<file path="src/rtl/mem_bus_unit.sv">
`default_nettype none
// ============================================================================
// Module   : mem_bus_unit
// Purpose  : Memory-stage load/store bus unit. Turns one pipeline memory
//            request into a word-aligned bus transaction with byte enables.
//            It stalls the pipeline until the bus acknowledges. It returns the
//            raw load word together with addr[1:0] and the size code.
//            Misaligned requests raise an address exception and never reach
//            the bus.
// Options  : MBU_TIMEOUT_EN - when defined, a BUSY watchdog forces completion
//            after TIMEOUT cycles without bus_ack.
// Revision : 1.0 - initial release
// ============================================================================
module mem_bus_unit #(
    parameter int TIMEOUT = 255
) (
    input  logic        clk,
    input  logic        reset,
    input  logic        req_valid,
    input  logic        req_we,
    input  logic [2:0]  req_op,
    input  logic [31:0] req_addr,
    input  logic [31:0] req_wdata,
    output logic        stall,
    output logic        rsp_valid,
    output logic [31:0] rsp_rdata,
    output logic [1:0]  rsp_a,
    output logic [2:0]  rsp_op,
    output logic        exc_adel,
    output logic        exc_ades,
    output logic        bus_req,
    output logic        bus_we,
    output logic [31:0] bus_addr,
    output logic [3:0]  bus_byteen,
    output logic [31:0] bus_wdata,
    input  logic        bus_ack,
    input  logic [31:0] bus_rdata,
    output logic        bus_timeout
);

    typedef enum logic [1:0] {
        S_IDLE = 2'd0,
        S_BUSY = 2'd1,
        S_DONE = 2'd2
    } state_t;

    state_t      r_state;
    logic        w_is_half;
    logic        w_is_byte;
    logic        w_misaligned;
    logic        w_accept;
    logic [3:0]  w_byteen;
    logic [31:0] w_wdata;

    // Decode access size, alignment and the lane layout of the request.
    always_comb begin
        w_is_half    = (req_op == 3'b001);
        w_is_byte    = (req_op == 3'b010);
        w_misaligned = w_is_half ? req_addr[0]
                     : (w_is_byte ? 1'b0 : (req_addr[1:0] != 2'b00));
        w_accept     = (r_state == S_IDLE) && req_valid && !w_misaligned;
        if (!req_we) begin
            w_byteen = 4'b1111;
        end else if (w_is_half) begin
            w_byteen = req_addr[1] ? 4'b1100 : 4'b0011;
        end else if (w_is_byte) begin
            w_byteen = 4'b0001 << req_addr[1:0];
        end else begin
            w_byteen = 4'b1111;
        end
        if (w_is_half) begin
            w_wdata = {2{req_wdata[15:0]}};
        end else if (w_is_byte) begin
            w_wdata = {4{req_wdata[7:0]}};
        end else begin
            w_wdata = req_wdata;
        end
    end

    // Exceptions are raised in the same cycle, and only for a request seen in IDLE.
    assign exc_adel  = (r_state == S_IDLE) && req_valid && w_misaligned && !req_we;
    assign exc_ades  = (r_state == S_IDLE) && req_valid && w_misaligned &&  req_we;
    // The stall starts in the accept cycle and stays high until DONE.
    assign stall     = w_accept || (r_state == S_BUSY);
    assign bus_req   = (r_state == S_BUSY);
    assign rsp_valid = (r_state == S_DONE) && !bus_we;

`ifdef MBU_TIMEOUT_EN
    localparam logic [7:0] c_to_last = 8'(TIMEOUT - 1);

    logic [7:0] r_cnt;
    logic       r_to;

    assign bus_timeout = (r_state == S_DONE) && r_to;
`else
    localparam logic [7:0] c_unused_timeout = 8'(TIMEOUT);

    assign bus_timeout = 1'b0;
`endif

    // Transaction FSM. Bus fields are latched at accept and held through BUSY and DONE.
    always_ff @(posedge clk or negedge reset) begin
        if (!reset) begin
            r_state    <= S_IDLE;
            bus_we     <= 1'b0;
            bus_addr   <= 32'd0;
            bus_byteen <= 4'd0;
            bus_wdata  <= 32'd0;
            rsp_rdata  <= 32'd0;
            rsp_a      <= 2'd0;
            rsp_op     <= 3'd0;
`ifdef MBU_TIMEOUT_EN
            r_cnt      <= 8'd0;
            r_to       <= 1'b0;
`endif
        end else begin
            case (r_state)
                S_IDLE: begin
                    if (w_accept) begin
                        r_state    <= S_BUSY;
                        bus_we     <= req_we;
                        bus_addr   <= {req_addr[31:2], 2'b00};
                        bus_byteen <= w_byteen;
                        bus_wdata  <= w_wdata;
                        // Only loads move the response fields, so they stay coherent with rsp_rdata.
                        if (!req_we) begin
                            rsp_a  <= req_addr[1:0];
                            rsp_op <= req_op;
                        end
`ifdef MBU_TIMEOUT_EN
                        r_cnt      <= 8'd0;
                        r_to       <= 1'b0;
`endif
                    end
                end
                S_BUSY: begin
                    if (bus_ack) begin
                        if (!bus_we) begin
                            rsp_rdata <= bus_rdata;
                        end
                        r_state <= S_DONE;
`ifdef MBU_TIMEOUT_EN
                    // An ack in the expiry cycle takes the branch above, so it wins.
                    end else if (r_cnt == c_to_last) begin
                        if (!bus_we) begin
                            rsp_rdata <= 32'd0;
                        end
                        r_to    <= 1'b1;
                        r_state <= S_DONE;
                    end else begin
                        r_cnt <= r_cnt + 8'd1;
`endif
                    end
                end
                S_DONE: begin
                    r_state <= S_IDLE;
`ifdef MBU_TIMEOUT_EN
                    r_to    <= 1'b0;
`endif
                end
                default: begin
                    r_state <= S_IDLE;
                end
            endcase
        end
    end

endmodule
`default_nettype wire

</file>
<file path="config.mk">
export PLATFORM = sky130hd
export DESIGN_NAME = mem_bus_unit
export DESIGN_NICKNAME = d
export VERILOG_FILES = /design/src/rtl/mem_bus_unit.sv
export SDC_FILE = /design/constraint.sdc
export NUM_CORES = 1
export LEC_CHECK = 0
export CAP_MARGIN = 20
export CORE_ASPECT_RATIO = 1.4
export CORE_MARGIN = 3
export CORE_UTILIZATION = 41
export DETAILED_ROUTE_END_ITERATION = 6
export GPL_TIMING_DRIVEN = 1
export MAX_ROUTING_LAYER = met4
export PLACE_DENSITY = 0.88
export SETUP_SLACK_MARGIN = 0.2
export SLEW_MARGIN = 5
export SYNTH_ARGS = -nofsm -noshare
export SYNTH_HDL_FRONTEND = slang
export SYNTH_SLANG_ARGS = --single-unit
</file>
<file path="constraint.sdc">
create_clock -name clk -period 2.1 [get_ports clk]
set_input_delay 0.42 -clock clk [delete_from_list [all_inputs] [get_ports clk]]
set_output_delay 0.42 -clock clk [all_outputs]
set_load 0.02 [all_outputs]
</file>
---- Word-level counts from Yosys, hierarchy flattened ----
Index checks and enable logic that the tools add are counted.
word-level totals
  register bits ........................... 106
  latch bits .............................. 0
  bits in writable memories ............... 0
  bits in read-only memories .............. 0
  input bits .............................. 104
  output and inout bits ................... 112
  word-level logic and storage cells ...... 44
  memories kept ........................... 0
cells by class
  add/sub/neg operators ................... 0
  multiply operators ...................... 0
  div/mod/pow operators ................... 0
  magnitude comparators ................... 0
  equal/unequal tests ..................... 6
  shifts and indexed selects .............. 1
  multiplexer cells ....................... 11
  bitwise gates (word level) .............. 2
  reduce and logical (&&, ||, !) cells .... 16
operators by type and width
  cell                                             number
  two-way mux 32 bit                               2
  two-way mux 4 bit                                4
  logical AND 1 bit                                6
  AND reduction 3 bit                              2
  two-way mux 2 bit                                2
  case mux 2 bit (2 select lines)                  1
  AND reduction 2 bit                              2
  << shifter 1 x 2 -> 4 bit, first input constant  1
  == test 3 x 1 -> 1 bit, second input constant    1
  == test 3 x 2 -> 1 bit, second input constant    1
  logical NOT 1 bit                                3
  == test 2 x 1 -> 1 bit, second input constant    1
  == test 2 bit, second input constant             1
  logical NOT 2 bit                                1
  two-way mux 1 bit                                2
  != test 2 x 1 -> 1 bit, second input constant    1
  != test 2 bit, second input constant             1
  inverter 1 bit                                   2
  nonzero test 2 bit                               1
  logical OR 1 bit                                 1

---- Depth between registers and ports, before layout ----
  depth in word-level cells ............... 7
  mapped depth ............................ 7
  depth with buffers taken out ............ 5

---- Worst setup path before layout ----
Ideal clock, no wire load.
  kind .................................... input to output
  start point ............................. in req_op[1]
  end point ............................... out exc_adel
  arrival time ............................ 1.620 ns
  required time ........................... 1.680 ns
  path slack .............................. 0.060 ns
  cell stages on the path ................. 4
  path buffers ............................ 1
  cell sequence ........................... nor3b_1 -> buf_4 -> or3_1 -> nor3b_1
between the ends
  cells in the longest elaborated chain, start to end .. 5
  elaborated cells on any way between the ends .. 6
  classes of those cells .................. 2 x eq/ne; 2 x mux; 2 x reduce/logical
RTL lines
  item                                RTL line  text
  start: declaration                  21        input logic [2:0] req_op,
  == test 3 x 2 -> 1 bit              58        w_is_byte = (req_op == 3'b010);
  two-way mux 1 bit                   60        : (w_is_byte ? 1'b0 : (req_addr[1:0] != 2'b00));
  two-way mux 1 bit (*)               59        w_misaligned = w_is_half ? req_addr[0]
  logical AND 1 bit (*) (2 in a row)  81        assign exc_adel = (r_state == S_IDLE) && req_valid && w_misaligned && !req_we;
  end: declaration                    29        output logic exc_adel,
Mark *: on every way between the ends. The rest lies on a longest branch, timed or not.

---- Final worst setup path ----
Ends and elaborated chain as after synthesis.

==> flow_summary.yaml <==
routing:
  via_per_inst: 4.960
  drc_errors: 0
  first_iter_violations: 118
  totalWireLength_um: 11860
  wl_per_cell_um: 17.11
  ant_nets: 0
  via_count: 3437
  firstDrtPassIters: 4
critical_path:
  r2r_cells: 6
  reg2reg_to: "rsp_rdata[22]$_DFFE_PN0P_"
  critPathRequiredTime_ns: 1.68
  crit_type: "input pin to primary output"
  critPathArrivalTime_ns: 1.43
  r2r-start: "r_state[1]$_DFFE_PN0P_"
  end_kind: "primary output"
  startpoint_type: "input pin"
  cp_max_fo: 3
  r2r_slack_ns: 0.36
timing:
  skew_ns: 0.008355
  setup_viol: 0
  slew_viol_final: 0
  rsz0062_at_grt: "no"
  fin_hold_ws_ns: 0.1472
  post-route-period-util_pct: 88.22
  finalCriticalPeriod_ns: 1.853
  hold_viol: 0
  slew-limit-headroom_pct: 63.60
  max_clock_freq_mhz: 539.8
  worst_pin_slew_ns: 0.5460
  setup_ws_ns: 0.2473
synth:
  synthAdderAreaFrac_pct: 0
  synthCells: 325
  synth-compound-area-share_pct: 7.799
  netlist_area_sq_um: 4428
  muxShareOfSynthArea_pct: 23.54
  ys.warnings.count: 0
  ys_seq_elements: 106
  yosysUniqueCellTypes: 30
  syn_area_per_cell_sq_um: 13.62
  synth_xor_xnor_area_share_pct: 0
  synth_simple_gate_area_share_pct: 5.397
  seq_area_frac_synth_pct: 59.90
  synth_edf_count: 0
  async_flop_share_pct: 100.0
  synth_top_family_by_area: "multiplexers"
  synth-main-ff-cell: "dfrtp_1"
global_route:
  grt_pass1_vias: 3698
  grt_pass1_wl_um: 18130
  grt_max_degree: 107
  grt-ovfl-total: 0
  grt_use_total_pct: 19.79
  antenna_found_initial: 0
cts:
  cts_tree: "built"
  cts_sinks: 106
  cts_root_buf: "clkbuf_16"
  clockBufferDepth: 2
  cts_htree_levels: 3
  clk_latency_ns: 0.34
  numCtsBuffers: 9
  clk_pin_slew_ns: 0.06
final_layout:
  finalNonFillerCells: 693
  nets: 654
  final_cell_mix: "clkdlybuf4s50_1 (200), dfrtp_1 (106), mux2_2 (73)"
  syn_to_final_growth_pct: 62.93
  final_common_cell: "clkdlybuf4s50_1"
  drive_gt1_share_pct: 24.50
  final_area_sq_um: 7214
  diodes: 0
job:
  cap_violations: 0
power_and_ir_drop:
  p_leak_nw: 3.055
  vdd_drop_max_uv: 736.6
  pwr_density_cell_nw_per_um2: 1257
  power_mw: 9.066
placed_design:
  pre_cts_ws_ns: -0.6104
  placed_area_sq_um: 6805
  gp_congestion: 0.7734
  dp_hpwl_um: 8872
  numPortBuffers: 212
  placed_cells: 675
die:
  fp.dieArea_sq_um: 12100
  core_sq_um: 10460
  die_w_um: 93.83
  num_io_pins: 216
  core.rowCount: 44
  initial_core_util_pct: 42.33
  die_y_um: 129.0
hold_path:
  min_path_type: "input pin to asynchronous set/reset pin"
status:
  outcome: "completed"
## metrics by stage
step                utilization [%]  setup TNS (ns)
floorplan                         -               0
global placement              65.06          -17.89
detailed placement            65.06          -20.65
CTS                           68.84               0
global route                  68.97               0
finish                        68.97               0
## worst max path at each step
stage,from,slack [ns],depth (start not counted),endpoint
2_1_floorplan,req_op[1],0.23,6,stall
3_3_place_gp,req_op[0],-0.56,5,exc_adel
3_5_place_dp,req_op[0],-0.61,5,exc_adel
4_1_cts,req_op[0],0.08,5,exc_adel
5_1_grt,r_state[1]$_DFFE_PN0P_,0.19,4,exc_adel
6_report,req_op[1],0.25,5,exc_adel
## state kept, by name (all words and copies together) (netlist names)
signal and cells:
bus_wdata 32, rsp_rdata 32, bus_addr 30, bus_byteen 4
rsp_op 3, r_state 2, rsp_a 2, bus_we 1
## routing by layer
layer  global-route usage [%]  vias up  wire length (um)  share of wire, %
met5                        -        -                 0                 0
met4                    5.612        0               153               1.3
met3                    4.152       16               762               6.4
met2                    36.26      150              6500                55
met1                    21.33     1673              4443                37
li1                         -     1598                 -                 -
## critical path, cell delays in order
cell	delay (ns)
buf_6	0.10
nor3b_4	0.15
or3_4	0.43
nor3b_4	0.19
buf_6	0.14
## synth_stat cells (all sizes together), types with 3 or more instances
library cell | count | share of area (%)
buf | 18 | 2.8
mux2 | 77 | 20
nor3b | 4 | 0.79
nor2 | 3 | 0.25
clkbuf | 4 | 0.34
a21oi | 5 | 0.82
nand2b | 4 | 0.57
nand2 | 29 | 2.5
o22ai | 8 | 1.1
o22a | 8 | 1.6
o21ai | 30 | 3.4
mux2i | 16 | 3.6
dfrtp | 106 | 60
## logic make-up (layout without fill, tap and decap cells)
group           count (synthesis)  count (layout)
flops                         106             106
buf+inv                        24             252
mux                            93              93
other cells                     1               3
compound gates                 54              54
simple gates                   47              47
## layout make-up
| cell class | count | area (sq um) |
|---|---|---|
| clock buffer | 11 | 242.7 |
| clock inverter | 5 | 125.1 |
| fill | 759 | 3246 |
| inverter | 2 | 7.507 |
| multi-input combinational | 197 | 1689 |
| sequential | 106 | 2653 |
| tap | 138 | 172.7 |
| timing repair buffer | 234 | 2325 |
## where the power goes
part,internal [mW],switching (mW),total (mW)
clock network,1.32,0.721,2.04
logic,2.05,1.77,3.82
registers,2.80,0.409,3.21
total,6.16,2.90,9.07
## what timing repair did
action / CTS / global route
hold buffers: 0 / 0
setup buffers: 1 / 1
pin swaps: 4 / 3
setup endpoints to repair: 59 / 3
gates resized for setup: 33 / 13
gates cloned: 0 / 0
No activity file was read; power rests on OpenSTA's default activity.
